$ cat config.mk
export PLATFORM = sky130hd
export DESIGN_NAME = jk_sync_counter
export DESIGN_NICKNAME = d
export VERILOG_FILES = /design/src/rtl/jk_pkg.sv /design/src/rtl/jk_cell.sv /design/src/rtl/jk_sync_counter.sv
export SDC_FILE = /design/constraint.sdc
export NUM_CORES = 1
export LEC_CHECK = 0
export ABC_AREA = 1
export BUFFER_PORTS_ARGS = -buffer_cell sky130_fd_sc_hd__buf_2
export CORE_UTILIZATION = 44
export DETAILED_ROUTE_END_ITERATION = 8
export GPL_TIMING_DRIVEN = 0
export MAX_ROUTING_LAYER = met4
export PLACE_DENSITY = 0.8
export SLEW_MARGIN = 0
export SYNTH_ARGS = -nofsm -noshare
export SYNTH_HDL_FRONTEND = slang
export SYNTH_SLANG_ARGS = --single-unit
$ cat constraint.sdc
create_clock -name clock -period 1.95 [get_ports clock]
set_input_delay 0.195 -clock clock [delete_from_list [all_inputs] [get_ports clock]]
set_output_delay 0.195 -clock clock [all_outputs]
set_load 0.02 [all_outputs]
$ cat src/rtl/jk_pkg.sv
// rtl/jk_pkg.sv - shared operation-select constants for the JK synchronous counter
package jk_pkg;

    localparam logic [1:0] MODE_JK   = 2'b00;
    localparam logic [1:0] MODE_UP   = 2'b01;
    localparam logic [1:0] MODE_DOWN = 2'b10;
    localparam logic [1:0] MODE_LOAD = 2'b11;

endpackage

$ cat src/rtl/jk_cell.sv
// rtl/jk_cell.sv - single JK flip-flop bit with synchronous reset, enable and reset value
module jk_cell #(
    parameter logic RESET_VAL = 1'b0
) (
    input  logic i_clock,
    input  logic i_reset,
    input  logic i_en,
    input  logic i_j,
    input  logic i_k,
    output logic o_q
);

    logic r_q;

    always_ff @(posedge i_clock) begin
        if (i_reset) begin
            r_q <= RESET_VAL;
        end else if (i_en) begin
            case ({i_j, i_k})
                2'b10:   r_q <= 1'b1;
                2'b01:   r_q <= 1'b0;
                2'b11:   r_q <= ~r_q;
                default: r_q <= r_q;
            endcase
        end
    end

    assign o_q = r_q;

endmodule

$ cat src/rtl/jk_sync_counter.sv
// rtl/jk_sync_counter.sv - modulo counter / loadable register built from per-bit JK cells
module jk_sync_counter #(
    parameter int     WIDTH     = 4,
    parameter longint MOD       = longint'(1) << WIDTH,
    parameter longint RESET_VAL = 0
) (
    input  logic             clock,
    input  logic             reset,
    input  logic             en,
    input  logic [1:0]       mode,
    input  logic [WIDTH-1:0] j,
    input  logic [WIDTH-1:0] k,
    input  logic [WIDTH-1:0] d,
    output logic [WIDTH-1:0] Q,
    output logic [WIDTH-1:0] Q_bar,
    output logic             tc,
    output logic             load_err
);

    import jk_pkg::*;

    localparam logic [63:0]      MOD_U   = 64'(MOD);
    localparam logic [WIDTH-1:0] MAX_VAL = WIDTH'(MOD - 1);
    localparam logic [WIDTH-1:0] RST_VEC = WIDTH'(RESET_VAL);

    generate
        if (WIDTH < 1 || WIDTH > 32 || MOD < 2 || MOD > (longint'(1) << WIDTH)
            || RESET_VAL < 0 || RESET_VAL >= MOD) begin : g_bad_params
            $error("jk_sync_counter: illegal WIDTH/MOD/RESET_VAL combination");
        end
    endgenerate

    logic [WIDTH-1:0] w_q;
    logic [WIDTH-1:0] w_jk_next;
    logic [WIDTH-1:0] w_target;
    logic [WIDTH-1:0] w_flip;
    logic             w_err;
    logic             r_load_err;

    // Every mode resolves to a target state; out-of-range targets leave Q unchanged.
    always_comb begin
        w_jk_next = (j & ~w_q) | (~k & w_q);
        w_target  = w_q;
        w_err     = 1'b0;
        case (mode)
            MODE_JK: begin
                if (64'(w_jk_next) >= MOD_U) w_err = 1'b1;
                else                         w_target = w_jk_next;
            end
            MODE_UP:   w_target = (w_q == MAX_VAL) ? '0 : w_q + WIDTH'(1);
            MODE_DOWN: w_target = (w_q == '0) ? MAX_VAL : w_q - WIDTH'(1);
            MODE_LOAD: begin
                if (64'(d) >= MOD_U) w_err = 1'b1;
                else                 w_target = d;
            end
            default: w_target = w_q;
        endcase
    end

    // A bit toggles exactly where the target differs, so J=K=flip.
    assign w_flip = w_target ^ w_q;

    generate
        for (genvar gi = 0; gi < WIDTH; gi++) begin : g_cells
            jk_cell #(
                .RESET_VAL (RST_VEC[gi])
            ) u_cell (
                .i_clock (clock),
                .i_reset (reset),
                .i_en    (en),
                .i_j     (w_flip[gi]),
                .i_k     (w_flip[gi]),
                .o_q     (w_q[gi])
            );
        end
    endgenerate

    always_ff @(posedge clock) begin
        if (reset)   r_load_err <= 1'b0;
        else if (en) r_load_err <= w_err;
        else         r_load_err <= 1'b0;
    end

    assign Q        = w_q;
    assign Q_bar    = ~w_q;
    assign load_err = r_load_err;
    assign tc       = en && (((mode == MODE_UP) && (w_q == MAX_VAL)) ||
                             ((mode == MODE_DOWN) && (w_q == '0)));

endmodule

==> impl_metrics.json, run 1 <==
{
  "grt_antenna_before_repair": 0,
  "cts.clk_slew.worst_paths_ns": 0.04,
  "routed_wl_um": 1410,
  "outcome": "complete, no violations",
  "critPathArrivalTime_ns": 1.96,
  "synth_common_cells": "nand2_1, nand3_1, inv_1",
  "routedWlPerCell_um": 10.9,
  "synth_top_area_cell": "dfxtp_1",
  "async_flop_share": 0,
  "synth.most_common_cell": "nand2_1",
  "rsz0062_at_grt": "no",
  "reg2reg_from": "g_cells[0].u_cell.o_q",
  "p_leak_nw": 0.401,
  "ys_types": 23,
  "setup_viol": 0,
  "dieHeight_um": 38.2,
  "fill_cells": 105,
  "netlist_area_um2": 577,
  "grt_max_degree": 11,
  "finalClockSkew_ns": 0.000714,
  "crit_type": "flip-flop to flip-flop",
  "power.total_mw": 0.605,
  "final_area_um2": 742,
  "dieArea_mm2": 0.00146,
  "cts_buffers": 3,
  "nNetsFinal": 140,
  "yosysWarnings": 0,
  "place_area_um2": 709,
  "rrSetupSlack_ns": 0.13,
  "yosysSeqAreaShare": 0.139,
  "syn_inst": 89,
  "first_pass_iters": 4,
  "die_w_um": 38.2,
  "synthesis.nets": 112,
  "rr_endpoint": "g_cells[2].u_cell.o_q",
  "drive_above_1_share": 0.383,
  "cp.required_ns": 2.09,
  "dp_hpwl_um": 1140,
  "core-area_mm2": 0.00116,
  "gr-total-overflow": 0,
  "yosysTopAreaCellShare": 0.139,
  "synth_seq_cells": 4,
  "clock.fmax_mhz": 551,
  "synthTopCellsByArea": "dfxtp_1, ha_1, nand3_1",
  "cts_tree": "built",
  "end_kind": "flip-flop",
  "synth_edf_count": 0,
  "final_hold_viol_count": 0,
  "diodes": 0,
  "port_buffers": 23,
  "gp_congestion": 0.856,
  "htree_levels": 1,
  "period_share": 0.931,
  "ctsLongestPathBuffers": 2,
  "routed-via-count": 692,
  "worst_skew_pair.late_latency_ns": 0.23,
  "fp-row-count": 12,
  "grt_pass1_vias": 554,
  "drv_cap": 0,
  "path_max_fanout": 7,
  "cts.sinks": 4,
  "area_delta_synth_final_pct": 28.6,
  "clockRootBuffer": "clkbuf_4",
  "setup.worst_path.end": "g_cells[2].u_cell.o_q",
  "cp-startpoint": "g_cells[0].u_cell.o_q",
  "grtUsageTotal": 0.239,
  "r2r_cells": 9,
  "cp-start-kind": "flip-flop",
  "hold_class": "primary input to flip-flop",
  "grt_pass1_wl_um": 2290,
  "boundaryPins": 27,
  "drc": 0,
  "largest_reg_flops": 4,
  "cts_hold_buf": 0,
  "p_per_area_mw_per_mm2": 815,
  "synth_ff_type": "dfxtp_1",
  "finalCriticalPeriod_ns": 1.82,
  "initial_core_util": 0.499,
  "drt_iter0_markers": 19,
  "slew_viol_final": 0,
  "peakVddDrop_mv": 0.445,
  "ant_nets": 0,
  "drt-vias-per-instance": 5.36,
  "avgSynthCellArea_um2": 6.48
}
[metal layers]
| layer | global-route usage | vias up | wire (um) |
|---|---|---|---|
| met1 | 0.270 | 306 | 577 |
| met4 | 0.116 | 0 | 36 |
| met3 | 0.0523 | 4 | 70 |
| met5 | - | - | 0 |
| li1 | - | 357 | - |
| met2 | 0.398 | 25 | 726 |
[kinds of logic after synthesis]
family / share of synthesized area
AOI/OAI and AO/OA: 0.197
and+or+nand+nor: 0.321
buffers and inverters: 0.191
other: 0.00650
adders and majority gates: 0.130
xor gates and xnor gates: 0.0152
DFF: 0.139
[worst max-delay path, stage by stage (launching register included)]
cell and delay (ns):
dfxtp_4 0.36, ha_2 0.21, or2_2 0.27, nand3_1 0.08
nand3_1 0.08, a21oi_1 0.15, ha_1 0.25, inv_1 0.07
a21oi_1 0.07, a311oi_1 0.18
[where the power goes]
| part | switching [mW] | internal [mW] | leakage (nW) |
|---|---|---|---|
| logic | 0.212 | 0.152 | 0.353 |
| registers | 0.0358 | 0.105 | 0.0344 |
| clock network | 0.0312 | 0.0687 | 0.0138 |
[placed cells by master (no fill, tap or decap), drive strengths merged]
cell,count
buf,31
nand2,15
nand3,13
inv,13
a21oi,8
ha,6
nor2,6
a311oi,4
dfxtp,4
o21ai,3
clkbuf,3
nand4,3
a21boi,1
o211ai,1
o2111ai,1
xor2,1
or2,1
conb,1
[layout make-up]
type / count / area (um^2) / share of cell area
multi-input combinational: 64 / 389 / 0.524
timing repair buffer: 23 / 115 / 0.155
sequential: 4 / 87.6 / 0.118
buffer: 8 / 61.3 / 0.0826
inverter: 13 / 48.8 / 0.0658
clock buffer: 3 / 22.5 / 0.0304
tap: 14 / 17.5 / 0.0236
[what timing repair did]
action                     4_1_cts  5_1_grt
resized for setup                2        4
setup endpoints to repair        3        4
pin swaps                        0        0
buffers inserted                 0        0
[stage by stage]
stage                     setup WS [ns]  hold WS, ns  cells   util  TNS (ns)
after floorplan                   0.120        0.273     89      -         0
after global placement           0.0620        0.419    126  0.614         0
after detailed placement        -0.0532        0.419    126  0.614   -0.0916
after CTS                        0.0458        0.182    129  0.635         0
after global routing            0.00664        0.198    129  0.642         0
final                             0.134        0.195    129  0.642         0
[worst min path at each step]
stage | start | end | slack [ns] | cells after the start
2_1_floorplan | reset | g_cells[0].u_cell.o_q | 0.27 | 1
3_3_place_gp | reset | g_cells[3].u_cell.o_q | 0.42 | 2
3_5_place_dp | reset | g_cells[2].u_cell.o_q | 0.42 | 2
4_1_cts | reset | g_cells[2].u_cell.o_q | 0.18 | 2
5_1_grt | reset | g_cells[1].u_cell.o_q | 0.20 | 2
6_report | reset | g_cells[2].u_cell.o_q | 0.19 | 2
No activity file was read; power rests on OpenSTA's default activity.
==> run 2: changes to the inputs <==
CAP_MARGIN = 20   (was default)
CORE_UTILIZATION = 40   (was 44)
PLACE_DENSITY = 0.74   (was 0.8)
REMOVE_ABC_BUFFERS = 1   (was default)
==> run 2 against run 1 <==
Compared with the run above:
- setup slack better by 0.036 ns
- final cell count down 3.9%
- register-to-register slack better by 0.04 ns
- fmax grew 2.0%
- critical endpoint is now g_cells[3].u_cell.o_q
==> impl_metrics.json, run 2 (synthesis results as in run 1) <==
{
  "diodes": 0,
  "place_area_um2": 659,
  "slowest_delay_ns": 0.39,
  "htree_levels": 1,
  "die_w_um": 40.0,
  "boundaryPins": 27,
  "cp_num_buf_inv": 2,
  "cts_buffers": 3,
  "dp_hpwl_um": 1010,
  "routed_wl_um": 1290,
  "largest_reg_flops": 4,
  "finalCoreUtilization": 0.524,
  "path_max_fanout": 7,
  "p_leak_nw": 0.369,
  "layout_common_cells": "buf_2, nand2_1, nand3_1",
  "cp_slowest_cell": "dfxtp_2",
  "gp_congestion": 0.758,
  "slew_viol_final": 0,
  "routedWlPerCell_um": 10.4,
  "fp-row-count": 13,
  "setup_tns_ns": 0,
  "outcome": "complete, no violations",
  "clock.fmax_mhz": 562,
  "drv_cap": 0,
  "worst_skew_pair.late_latency_ns": 0.23,
  "routed-via-count": 647,
  "grtUsageTotal": 0.172,
  "grt_pass1_vias": 448,
  "grt_pass1_wl_um": 1830,
  "period_share": 0.913,
  "gr-total-overflow": 0,
  "post-cts-setup-buffers": 0,
  "final_hold_viol_count": 0,
  "cts.sinks": 4,
  "ant_nets": 0,
  "cts_tree": "built",
  "ctsLongestPathBuffers": 2,
  "nNetsFinal": 134,
  "cts.clk_slew.worst_paths_ns": 0.04,
  "end_kind": "flip-flop",
  "cp.required_ns": 2.10,
  "first_pass_iters": 4,
  "hold_ws_ns": 0.175,
  "finalCriticalPeriod_ns": 1.78,
  "area_delta_synth_final_pct": 19.7,
  "core-area_mm2": 0.00132,
  "setup_viol": 0,
  "critPathArrivalTime_ns": 1.93,
  "crit_type": "flip-flop to flip-flop",
  "hold_class": "primary input to flip-flop",
  "grt_antenna_before_repair": 0,
  "port_buffers": 25,
  "crit_chain": "inv_2 > ha_2 > a21oi_1 > nand2_1 > nand3_1 > nand3_1 > nand2_1 > ha_1 > inv_1 > a21oi_1 > a311oi_1",
  "initial_core_util": 0.438,
  "cp_top_family": "adder cells",
  "cp-start-kind": "flip-flop",
  "grt_max_degree": 15,
  "place_inst": 121,
  "dieArea_mm2": 0.00160,
  "p_per_area_mw_per_mm2": 832,
  "clockRootBuffer": "clkbuf_4",
  "drt-vias-per-instance": 5.22,
  "drive_above_1_share": 0.358,
  "rsz0062_at_grt": "no",
  "drc": 0,
  "final_common_cell": "buf_2",
  "finalClockSkew_ns": 0.00318,
  "dieHeight_um": 40.0,
  "peakVddDrop_mv": 0.393,
  "cts_hold_buf": 0,
  "drt_iter0_markers": 10,
  "final_cells": 124,
  "final_area_um2": 691
}
==> run 2: metal layers <==
layer,global-route usage,share of wire,routed length [um],up-vias
met5,-,0,0,-
met4,0,0,0,0
met3,0.0667,0.059,76,0
met2,0.262,0.47,603,24
met1,0.227,0.47,610,276
li1,-,-,-,347
==> run 2: final timing paths <==
kind | start | to | slack, ns | depth (start not counted)
max | g_cells[0].u_cell.o_q | g_cells[3].u_cell.o_q | 0.17 | 11
min | reset | g_cells[1].u_cell.o_q | 0.17 | 2
max reg2reg | g_cells[0].u_cell.o_q | g_cells[3].u_cell.o_q | 0.17 | 11
min reg2reg | g_cells[0].u_cell.o_q | g_cells[0].u_cell.o_q | 0.58 | 2
==> run 2: worst reg2reg max path: cells and delay by family, from the launching register on <==
family | cells | cell delay [ns]
and+or+nand+nor | 4 | 0.30
adders and majority gates | 2 | 0.45
AOI/OAI and AO/OA | 3 | 0.39
buffers and inverters | 2 | 0.17
DFF | 1 | 0.39
==> run 2: area by class of cell <==
cell class | count | area [um^2]
Timing Repair Buffer | 25 | 125
Clock buffer | 3 | 22.5
Tap cell | 15 | 18.8
Sequential cell | 4 | 86.3
Fill cell | 137 | 627
Multi-Input combinational cell | 64 | 389
Inverter | 13 | 48.8
==> run 2: power breakdown <==
group	internal (mW)	switching, mW
Sequential	0.105	0.0473
Combinational	0.127	0.194
Clock	0.0688	0.0325
==> run 2: stage by stage <==
| step | worst slack [ns] | power, mW |
|---|---|---|
| after global routing | 0.0186 | 0.631 |
| after global placement | 0.0282 | 0.452 |
| after floorplan | -0.0953 | 0.364 |
| after detailed placement | -0.0245 | 0.464 |
| final | 0.170 | 0.575 |
| after CTS | 0.0722 | 0.573 |
==> run 2: what timing repair did <==
action	CTS	global route
cloned	0	0
setup endpoints to repair	3	4
pin swaps	0	0
gates resized for setup	2	4
==> run 3: changes to the inputs <==
PLACE_DENSITY = 0.77   (was 0.74)
clock period = 1.6 ns   (was 1.95 ns; I/O delays follow)
==> run 3 against run 2 <==
Compared with the run above:
- fmax increased by 6.7%
- worst hold slack got worse by 0.039 ns
- final cell count increased by 6.5%
- the run now ends with negative setup slack left
- first-iteration DRC count increased by 70%
- via count increased by 9.3%
- non-clock buffer count increased by 8
- die area unchanged
- routed wire length increased by 18%
==> impl_metrics.json, run 3 (synthesis results as in run 1) <==
{
  "violations": "negative setup slack",
  "p_sw_mw": 0.424,
  "cts.sinks": 4,
  "die_w_um": 40.0,
  "fill_cells": 120,
  "slowest_delay_ns": 0.46,
  "outcome": "finished, violations left",
  "reg2reg_from": "g_cells[3].u_cell.o_q",
  "power.total_mw": 0.907,
  "final_cells": 132,
  "port_buffers": 25,
  "drv_cap": 0,
  "critPathArrivalTime_ns": 1.80,
  "grtUsageTotal": 0.204,
  "cp_num_buf_inv": 2,
  "routed-via-count": 707,
  "grt_max_degree": 15,
  "clkPwrFrac": 0.145,
  "grt_pass1_wl_um": 2180,
  "fp-row-count": 13,
  "final_hold_viol_count": 0,
  "setup_tns_ns": -0.122,
  "grt_pass1_vias": 565,
  "cp-startpoint": "g_cells[3].u_cell.o_q",
  "ctsLongestPathBuffers": 2,
  "cp_top_family": "compound AO/OA/AOI/OAI gates",
  "period_share": 1.04,
  "final_common_cell": "buf_2",
  "slew_viol_final": 0,
  "core-area_mm2": 0.00132,
  "grt_antenna_before_repair": 0,
  "p_int_mw": 0.483,
  "cts_buffers": 3,
  "end_kind": "flip-flop",
  "crit_type": "flip-flop to flip-flop",
  "path_max_fanout": 9,
  "layout_common_cells": "buf_2, nand2_1, buf_4",
  "power_frac_comb": 0.637,
  "peakVddDrop_mv": 0.474,
  "clockRootBuffer": "clkbuf_4",
  "p_leak_nw": 0.424,
  "boundaryPins": 27,
  "htree_levels": 1,
  "cts.clk_slew.worst_paths_ns": 0.04,
  "diodes": 0,
  "place_inst": 121,
  "gp_congestion": 0.906,
  "crit_chain": "inv_1 > o2111ai_1 > nand2_2 > ha_4 > inv_2 > a311oi_1",
  "cp.required_ns": 1.74,
  "setup_viol": 4,
  "dieHeight_um": 40.0,
  "power_frac_seq": 0.219,
  "worst_hold_startpoint": "reset",
  "drt_iter0_markers": 17,
  "cts_tree": "built",
  "first_pass_iters": 4,
  "clock.fmax_mhz": 600,
  "swShare": 0.467,
  "routedWlPerCell_um": 11.6,
  "cts_hold_buf": 0,
  "drt-vias-per-instance": 5.36,
  "dieArea_mm2": 0.00160,
  "hold_class": "primary input to flip-flop",
  "routed_wl_um": 1530,
  "setup_ws_ns": -0.0678,
  "hold_ws_ns": 0.136,
  "rsz0062_at_grt": "yes",
  "cp-start-kind": "flip-flop",
  "nNetsFinal": 142,
  "worst_skew_pair.late_latency_ns": 0.24,
  "drive_above_1_share": 0.590,
  "dp_hpwl_um": 1030,
  "p_per_area_mw_per_mm2": 1040,
  "cp_slowest_cell": "dfxtp_2",
  "finalClockSkew_ns": 0.00491,
  "finalCriticalPeriod_ns": 1.67,
  "initial_core_util": 0.438,
  "gr-total-overflow": 0,
  "area_delta_synth_final_pct": 51.8,
  "largest_reg_flops": 4,
  "drc": 0,
  "ant_nets": 0
}
[run 3: layer usage]
metal  track usage  up-vias  share of wire
met5             -        -              0
met4       0.00862        0              0
met3        0.0556        0          0.059
met2         0.367       24           0.49
met1         0.233      325           0.45
li1              -      358              -
[run 3: final cells by class]
cell class | instances | area [um^2] | share of cell area
multi-input combinational | 64 | 494 | 0.564
timing repair buffer | 33 | 191 | 0.219
sequential | 4 | 92.6 | 0.106
inverter | 13 | 56.3 | 0.0643
clock buffer | 3 | 22.5 | 0.0257
tap | 15 | 18.8 | 0.0214
[run 3: worst register-to-register path, stage by stage, from the launching register on]
cell and delay [ns]:
dfxtp_2 0.46, inv_1 0.17, o2111ai_1 0.24, nand2_2 0.11, ha_4 0.27, inv_2 0.04
a311oi_1 0.27
[run 3: repair_timing]
| action | 4_1_cts | 5_1_grt |
|---|---|---|
| endpoints found under the setup margin | 5 | 5 |
| setup buffers | 6 | 2 |
| resized for setup | 29 | 11 |
| pin swaps | 12 | 5 |
[run 3: power groups by stage]
stage | logic, mW | clock network, mW | registers, mW
floorplan | 0.250 | 0 | 0.193
global placement | 0.370 | 0 | 0.179
detailed placement | 0.381 | 0 | 0.179
CTS | 0.513 | 0.135 | 0.191
global route | 0.631 | 0.143 | 0.202
finish | 0.577 | 0.131 | 0.198
[run 3: final timing paths]
check                               end  slack [ns]  depth (start not counted)
setup / recovery  g_cells[3].u_cell.o_q       -0.07                          6
hold / removal    g_cells[2].u_cell.o_q        0.14                          2
setup reg to reg  g_cells[3].u_cell.o_q       -0.07                          6
hold reg to reg   g_cells[2].u_cell.o_q        0.59                          2
[run 3: stage by stage]
step	utilization	setup slack, ns	instance area, um^2
after CTS	0.630	-0.0919	830
after global placement	0.500	-0.307	659
final	0.665	-0.0678	876
after detailed placement	0.500	-0.359	659
after global routing	0.665	-0.116	876
after floorplan	-	-0.445	515
